`config.mk`:
```
export PLATFORM = sky130hd
export DESIGN_NAME = commit_trace_fifo
export DESIGN_NICKNAME = d
export VERILOG_FILES = /design/src/rtl/commit_trace_fifo.sv
export SDC_FILE = /design/constraint.sdc
export NUM_CORES = 2
export LEC_CHECK = 0
export ABC_CLOCK_PERIOD_IN_PS = 17140
export CORE_MARGIN = 1.5
export CORE_UTILIZATION = 35
export DETAILED_ROUTE_END_ITERATION = 12
export PLACE_DENSITY = 0.63
export SETUP_SLACK_MARGIN = 0.02
export SYNTH_ARGS = -nofsm -noshare
export SYNTH_HDL_FRONTEND = slang
export SYNTH_SLANG_ARGS = --single-unit
```
`constraint.sdc`:
```
create_clock -name clk -period 17.14 [get_ports clk]
set_clock_uncertainty 0.05 [all_clocks]
set_input_delay 2.571 -clock clk [delete_from_list [all_inputs] [get_ports clk]]
set_output_delay 2.571 -clock clk [all_outputs]
set_load 0.01 [all_outputs]
```
`src/rtl/commit_trace_fifo.sv`:
```
// commit_trace_fifo
// -----------------------------------------------------------------------------
// Captures the architectural write stream of the pipelined core as trace
// records and buffers them in program order for a debug/monitor consumer.
//   - GRF writes (WB stage) and DM writes (MEM stage) each become one record.
//   - A GRF write to register 0 is architecturally invisible and is filtered.
//   - In one cycle the GRF record is older than the DM record and is stored
//     first; records that do not fit are dropped and counted.
//
// Optional feature macro: TRACE_TIMESTAMP_EN
//   defined   : 32-bit free-running cycle counter, per-record stamp, out_ts port
//   undefined : no counter, no stamp storage, no out_ts port
//
// Parameters
//   DEPTH  FIFO entries (power of two, >= 4)
//   CNT_W  width of the saturating drop counter
//
// Ports
//   clk, reset                     clock; asynchronous active-high reset
//   grf_we/pc/addr/wdata           WB-stage register-file write
//   dm_we/pc/addr/wdata            MEM-stage data-memory write
//   out_valid/out_ready            drain handshake for the head record
//   out_type/pc/addr/data[/ts]     head record (all zero when out_valid = 0)
//   overflow                       sticky: at least one record was dropped
//   drop_cnt                       dropped-record count, saturating
//   level                          current occupancy (0..DEPTH)
//
// Handshake: out_valid is high whenever a record is buffered and does not
// depend on out_ready. A record is consumed on a posedge where both out_valid
// and out_ready are high; while out_valid = 1 and out_ready = 0 the head and
// all out_* fields hold. out_ready while out_valid = 0 is ignored.
// -----------------------------------------------------------------------------
module commit_trace_fifo #(
    parameter int DEPTH = 16,
    parameter int CNT_W = 16
) (
    input  logic                       clk,
    input  logic                       reset,
    input  logic                       grf_we,
    input  logic [31:0]                grf_pc,
    input  logic [4:0]                 grf_addr,
    input  logic [31:0]                grf_wdata,
    input  logic                       dm_we,
    input  logic [31:0]                dm_pc,
    input  logic [31:0]                dm_addr,
    input  logic [31:0]                dm_wdata,
    output logic                       out_valid,
    input  logic                       out_ready,
    output logic                       out_type,
    output logic [31:0]                out_pc,
    output logic [31:0]                out_addr,
    output logic [31:0]                out_data,
`ifdef TRACE_TIMESTAMP_EN
    output logic [31:0]                out_ts,
`endif
    output logic                       overflow,
    output logic [CNT_W-1:0]           drop_cnt,
    output logic [$clog2(DEPTH):0]     level
);

    localparam int PTR_W = $clog2(DEPTH);
    localparam int LVL_W = PTR_W + 1;

    typedef struct packed {
        logic        rtype;   // 0 = GRF, 1 = DM
        logic [31:0] pc;
        logic [31:0] addr;
        logic [31:0] data;
`ifdef TRACE_TIMESTAMP_EN
        logic [31:0] ts;
`endif
    } rec_t;

    rec_t             mem [DEPTH];
    logic [PTR_W-1:0] wr_ptr;
    logic [PTR_W-1:0] rd_ptr;

`ifdef TRACE_TIMESTAMP_EN
    logic [31:0]      ts_cnt;
`endif

    logic             grf_ev;
    logic             dm_ev;
    logic [LVL_W-1:0] free;
    logic [1:0]       n_ev;
    logic [1:0]       n_push;
    logic [1:0]       n_drop;
    logic             pop;
    rec_t             grf_rec;
    rec_t             dm_rec;
    rec_t             rec0;
    rec_t             head;
    logic [CNT_W:0]   drop_sum;

    // Event decode and record assembly.
    always_comb begin
        grf_ev = grf_we && (grf_addr != 5'd0);
        dm_ev  = dm_we;

        grf_rec       = '0;
        grf_rec.rtype = 1'b0;
        grf_rec.pc    = grf_pc;
        grf_rec.addr  = {27'b0, grf_addr};
        grf_rec.data  = grf_wdata;

        dm_rec        = '0;
        dm_rec.rtype  = 1'b1;
        dm_rec.pc     = dm_pc;
        dm_rec.addr   = dm_addr;
        dm_rec.data   = dm_wdata;

`ifdef TRACE_TIMESTAMP_EN
        grf_rec.ts    = ts_cnt;
        dm_rec.ts     = ts_cnt;
`endif

        // The first stored record is the oldest present event.
        rec0 = grf_ev ? grf_rec : dm_rec;
    end

    // Push/drop resolution. Capacity is taken from the occupancy before this
    // cycle's pop, so a simultaneous pop never makes room for a push.
    always_comb begin
        free   = LVL_W'(DEPTH) - level;
        n_ev   = {1'b0, grf_ev} + {1'b0, dm_ev};
        n_push = 2'd0;
        if (free == '0) begin
            n_push = 2'd0;
        end else if (free == LVL_W'(1)) begin
            n_push = (n_ev != 2'd0) ? 2'd1 : 2'd0;
        end else begin
            n_push = n_ev;
        end
        n_drop = n_ev - n_push;
        pop    = out_valid && out_ready;
    end

    // One extra bit catches the carry; two drops at most, so any carry means
    // the count went past all-ones and is clamped there.
    always_comb begin
        drop_sum = {1'b0, drop_cnt} + {{(CNT_W-1){1'b0}}, n_drop};
    end

    always_ff @(posedge clk or posedge reset) begin
        if (reset) begin
            wr_ptr   <= '0;
            rd_ptr   <= '0;
            level    <= '0;
            overflow <= 1'b0;
            drop_cnt <= '0;
        end else begin
            wr_ptr <= wr_ptr + PTR_W'(n_push);
            rd_ptr <= rd_ptr + PTR_W'(pop);
            level  <= level + LVL_W'(n_push) - LVL_W'(pop);
            if (n_drop != 2'd0) begin
                overflow <= 1'b1;
                drop_cnt <= drop_sum[CNT_W] ? {CNT_W{1'b1}} : drop_sum[CNT_W-1:0];
            end
        end
    end

`ifdef TRACE_TIMESTAMP_EN
    always_ff @(posedge clk or posedge reset) begin
        if (reset) begin
            ts_cnt <= 32'd0;
        end else begin
            ts_cnt <= ts_cnt + 32'd1;
        end
    end
`endif

    // Storage carries no reset: occupancy alone decides what is valid.
    // Two pushes only happen when both events are present, so slot 0 gets
    // the GRF record and slot 1 the DM record.
    always_ff @(posedge clk) begin
        if (!reset) begin
            if (n_push != 2'd0) begin
                mem[wr_ptr] <= rec0;
            end
            if (n_push == 2'd2) begin
                mem[PTR_W'(wr_ptr + PTR_W'(1))] <= dm_rec;
            end
        end
    end

    // Head presentation; fields are forced to zero when nothing is buffered.
    always_comb begin
        out_valid = (level != '0);
        head      = out_valid ? mem[rd_ptr] : '0;
        out_type  = head.rtype;
        out_pc    = head.pc;
        out_addr  = head.addr;
        out_data  = head.data;
`ifdef TRACE_TIMESTAMP_EN
        out_ts    = head.ts;
`endif
    end

endmodule

```
==> flow_metrics.env <==
export IMPL_status="completed"
export IMPL_coreArea_um2=217000
export IMPL_synth_area_top_cells="edfxtp_1, mux4_2, o21ai_0, nand2_1, and2_1"
export IMPL_maxSlewViolCount=0
export IMPL_synth_top_cell_area_share=0.604
export IMPL_synth_largest_area_cell="edfxtp_1"
export IMPL_die_h_um=470
export IMPL_critPathKind="in -> reg"
export IMPL_finish_utilization=0.400
export IMPL_gp_congestion=0.837
export IMPL_setup_tns_final_ps=0
export IMPL_root_buffer="clkbuf_16"
export IMPL_synth_cell_types=57
export IMPL_first_pass_iters=6
export IMPL_final_nets=5987
export IMPL_synth_seq_cells=1582
export IMPL_finalPower_mw=13.1
export IMPL_powerDensity_nw_per_um2=151
export IMPL_wl_mm=247
export IMPL_critPathLaunchType="input pin"
export IMPL_maxSlewHeadroom=0.0456
export IMPL_clock_sinks=1582
export IMPL_synth_seq_area_share=0.618
export IMPL_leakagePower_nw=26.4
export IMPL_tightest_slew_ps=1430
export IMPL_fillers=19900
export IMPL_period_share=0.518
export IMPL_clock_path_buffers=3
export IMPL_grt_overflow=0
export IMPL_num_io_pins=290
export IMPL_track_usage=0.219
export IMPL_cp_required_ps=17500
export IMPL_cts_buffers=169
export IMPL_ctsHtreeMaxLevel=4
export IMPL_cp_max_fo=71
export IMPL_syn_area_per_cell_um2=13.0
export IMPL_num_vias=51000
export IMPL_syn_nets=6085
export IMPL_place_area_um2=81300
export IMPL_synth_ff_type="edfxtp_1"
export IMPL_cts_setup_buffers=0
export IMPL_arrival_ps=9230
export IMPL_ant_nets=0
export IMPL_cts_tree="built"
export IMPL_drc=0
export IMPL_min_path_type="reg -> reg"
export IMPL_dp_hpwl_mm=141
export IMPL_worstSetupEndpointType="flip-flop"
export IMPL_design_area_um2=86900
export IMPL_cts_hold_buffers=0
export IMPL_max_cap_violations=0
export IMPL_grt_setup_unrepaired="false"
export IMPL_hold_viol=0
export IMPL_syn_to_final_growth_pct=13.7
export IMPL_wl_per_cell_um=28.1
export IMPL_grt_first_pass_wirelength_mm=359
export IMPL_synth_edf_count=1536
export IMPL_syn_area_um2=76400
export IMPL_via_per_inst=5.79
export IMPL_ir_drop_mv=0.163
export IMPL_finalCriticalPeriod_ps=8870
export IMPL_cts_resized=0
export IMPL_grt_max_degree=135
export IMPL_async_flop_share=0.0190
export IMPL_clk_latency_ps=840
export IMPL_antenna_found_initial=31
export IMPL_path_clk_slew_ps=60
export IMPL_synth_warnings=0
export IMPL_synth_cells=5895
export IMPL_initial_core_util=0.352
export IMPL_fmax_mhz=113
export IMPL_drt_iter0_drc=7213
export IMPL_rows=171
export IMPL_drive_above_1_share=0.154
export IMPL_die_width_um=470
export IMPL_dieArea_um2=221000
export IMPL_setup_viol_count_final=0
export IMPL_port_buffers=289
export IMPL_grt_pass1_vias=51000
area by class of cell:
cell class,count,area [um^2],area share
Sequential cell,1582,47200,0.543
Multi-Input combinational cell,3624,26700,0.307
Clock buffer,203,4380,0.0504
Timing Repair Buffer,396,3760,0.0433
Tap cell,2854,3570,0.0411
Clock inverter,108,1130,0.0130
Inverter,24,97.6,0.00112
Antenna cell,11,27.5,0.000317
power by group:
| part | total (mW) | leakage (nW) | switching, mW | internal [mW] |
|---|---|---|---|---|
| combinational | 4.57 | 9.61 | 2.52 | 2.05 |
| sequential | 4.87 | 14.1 | 0.186 | 4.69 |
| clock | 3.67 | 2.65 | 1.62 | 2.05 |
| total | 13.1 | 26.4 | 4.33 | 8.79 |
worst max-delay path, cell delays in order:
cell             delay [ps]
clkdlybuf4s50_1         450
or4_1                   540
o21a_1                  450
inv_6                   690
ha_1                    370
inv_1                   240
nor3_1                  340
a211o_2                 160
buf_4                   550
nand2_4                 770
nand2_4                1170
buf_4                   790
cells in the mapped netlist, types with 6 or more instances:
library cell	number
inv_1	23
ha_1	17
clkbuf_1	554
a21oi_1	11
buf_2	68
and4_1	19
dfrtp_1	30
buf_6	24
nor3_1	14
dfxtp_1	16
o21ai_0	1110
a21o_1	6
mux4_2	485
and2_1	342
edfxtp_1	1536
buf_1	10
nor2_1	194
nand2b_1	7
nand2_1	1224
mux2i_1	81
nand3_1	15
nor2b_1	31
cells in the final DEF (no fill, tap or decap), types with 8 or more instances in the layout:
master           count
bufinv_16           14
mux2i_2              8
mux2i_1             73
a21oi_1             11
ha_1                17
nand2_4             15
nand2_1           1209
nor3_1              12
clkinv_1            40
clkinv_2            23
dfxtp_1             16
nor2_1             189
inv_1               21
diode_2             11
nand3_4              9
clkdlybuf4s50_1    289
dfrtp_1             26
clkbuf_1            33
clkbuf_16          170
clkinvlp_4           9
edfxtp_1          1536
o21ai_0           1110
and2_1             342
nor2b_1             29
and4_4              15
buf_4              102
mux4_2             485
final timing paths:
path                       cells past startpoint           to   startpoint  slack [ps]
max                                           12  mem[12][38]  grf_addr[1]        8270
min reg2reg                                    1  mem[12][96]  mem[12][96]         410
max reg2reg                                   10  mem[12][38]     level[3]       10920
min in group asynchronous                      3     level[3]        reset        2080
max in group asynchronous                      4  drop_cnt[6]        reset       14210
min                                            1  mem[12][96]  mem[12][96]         410
cells by family (layout without fill, tap and decap cells):
| family | Yosys count | count (layout) | share of synthesized area |
|---|---|---|---|
| XOR/XNOR | 9 | 9 | 0.00103 |
| AND/OR/NAND/NOR | 1862 | 1862 | 0.107 |
| buffers and inverters | 689 | 731 | 0.0378 |
| flip-flops | 1582 | 1582 | 0.618 |
| adder cells (fa/ha/maj) | 20 | 20 | 0.00357 |
| multiplexers | 570 | 570 | 0.154 |
| other | 0 | 11 | 0 |
| AO/OA/AOI/OAI | 1163 | 1163 | 0.0791 |
registers in the layout, indices dropped and copies added, names as in the netlist:
register  flops
mem        1552
drop_cnt     16
level         5
rd_ptr        4
wr_ptr        4
overflow      1
stage by stage:
step / cells / setup WS [ps] / hold slack (ps)
4_1_cts: 8791 / 8370 / 406
3_5_place_dp: 8480 / 7550 / 393
6_report: 8802 / 8270 / 414
2_1_floorplan: 5895 / 4700 / 371
3_3_place_gp: 8480 / 7570 / 386
5_1_grt: 8796 / 8120 / 440
layer usage:
| layer | vias to the layer above | GRT usage | share of wire |
|---|---|---|---|
| li1 | 21500 | - | - |
| met1 | 25900 | 0.281 | 0.37 |
| met2 | 3055 | 0.363 | 0.48 |
| met3 | 523 | 0.0437 | 0.10 |
| met4 | 24 | 0.0901 | 0.042 |
| met5 | - | 0 | 0.00059 |
Power figures use the tool's default switching activity.
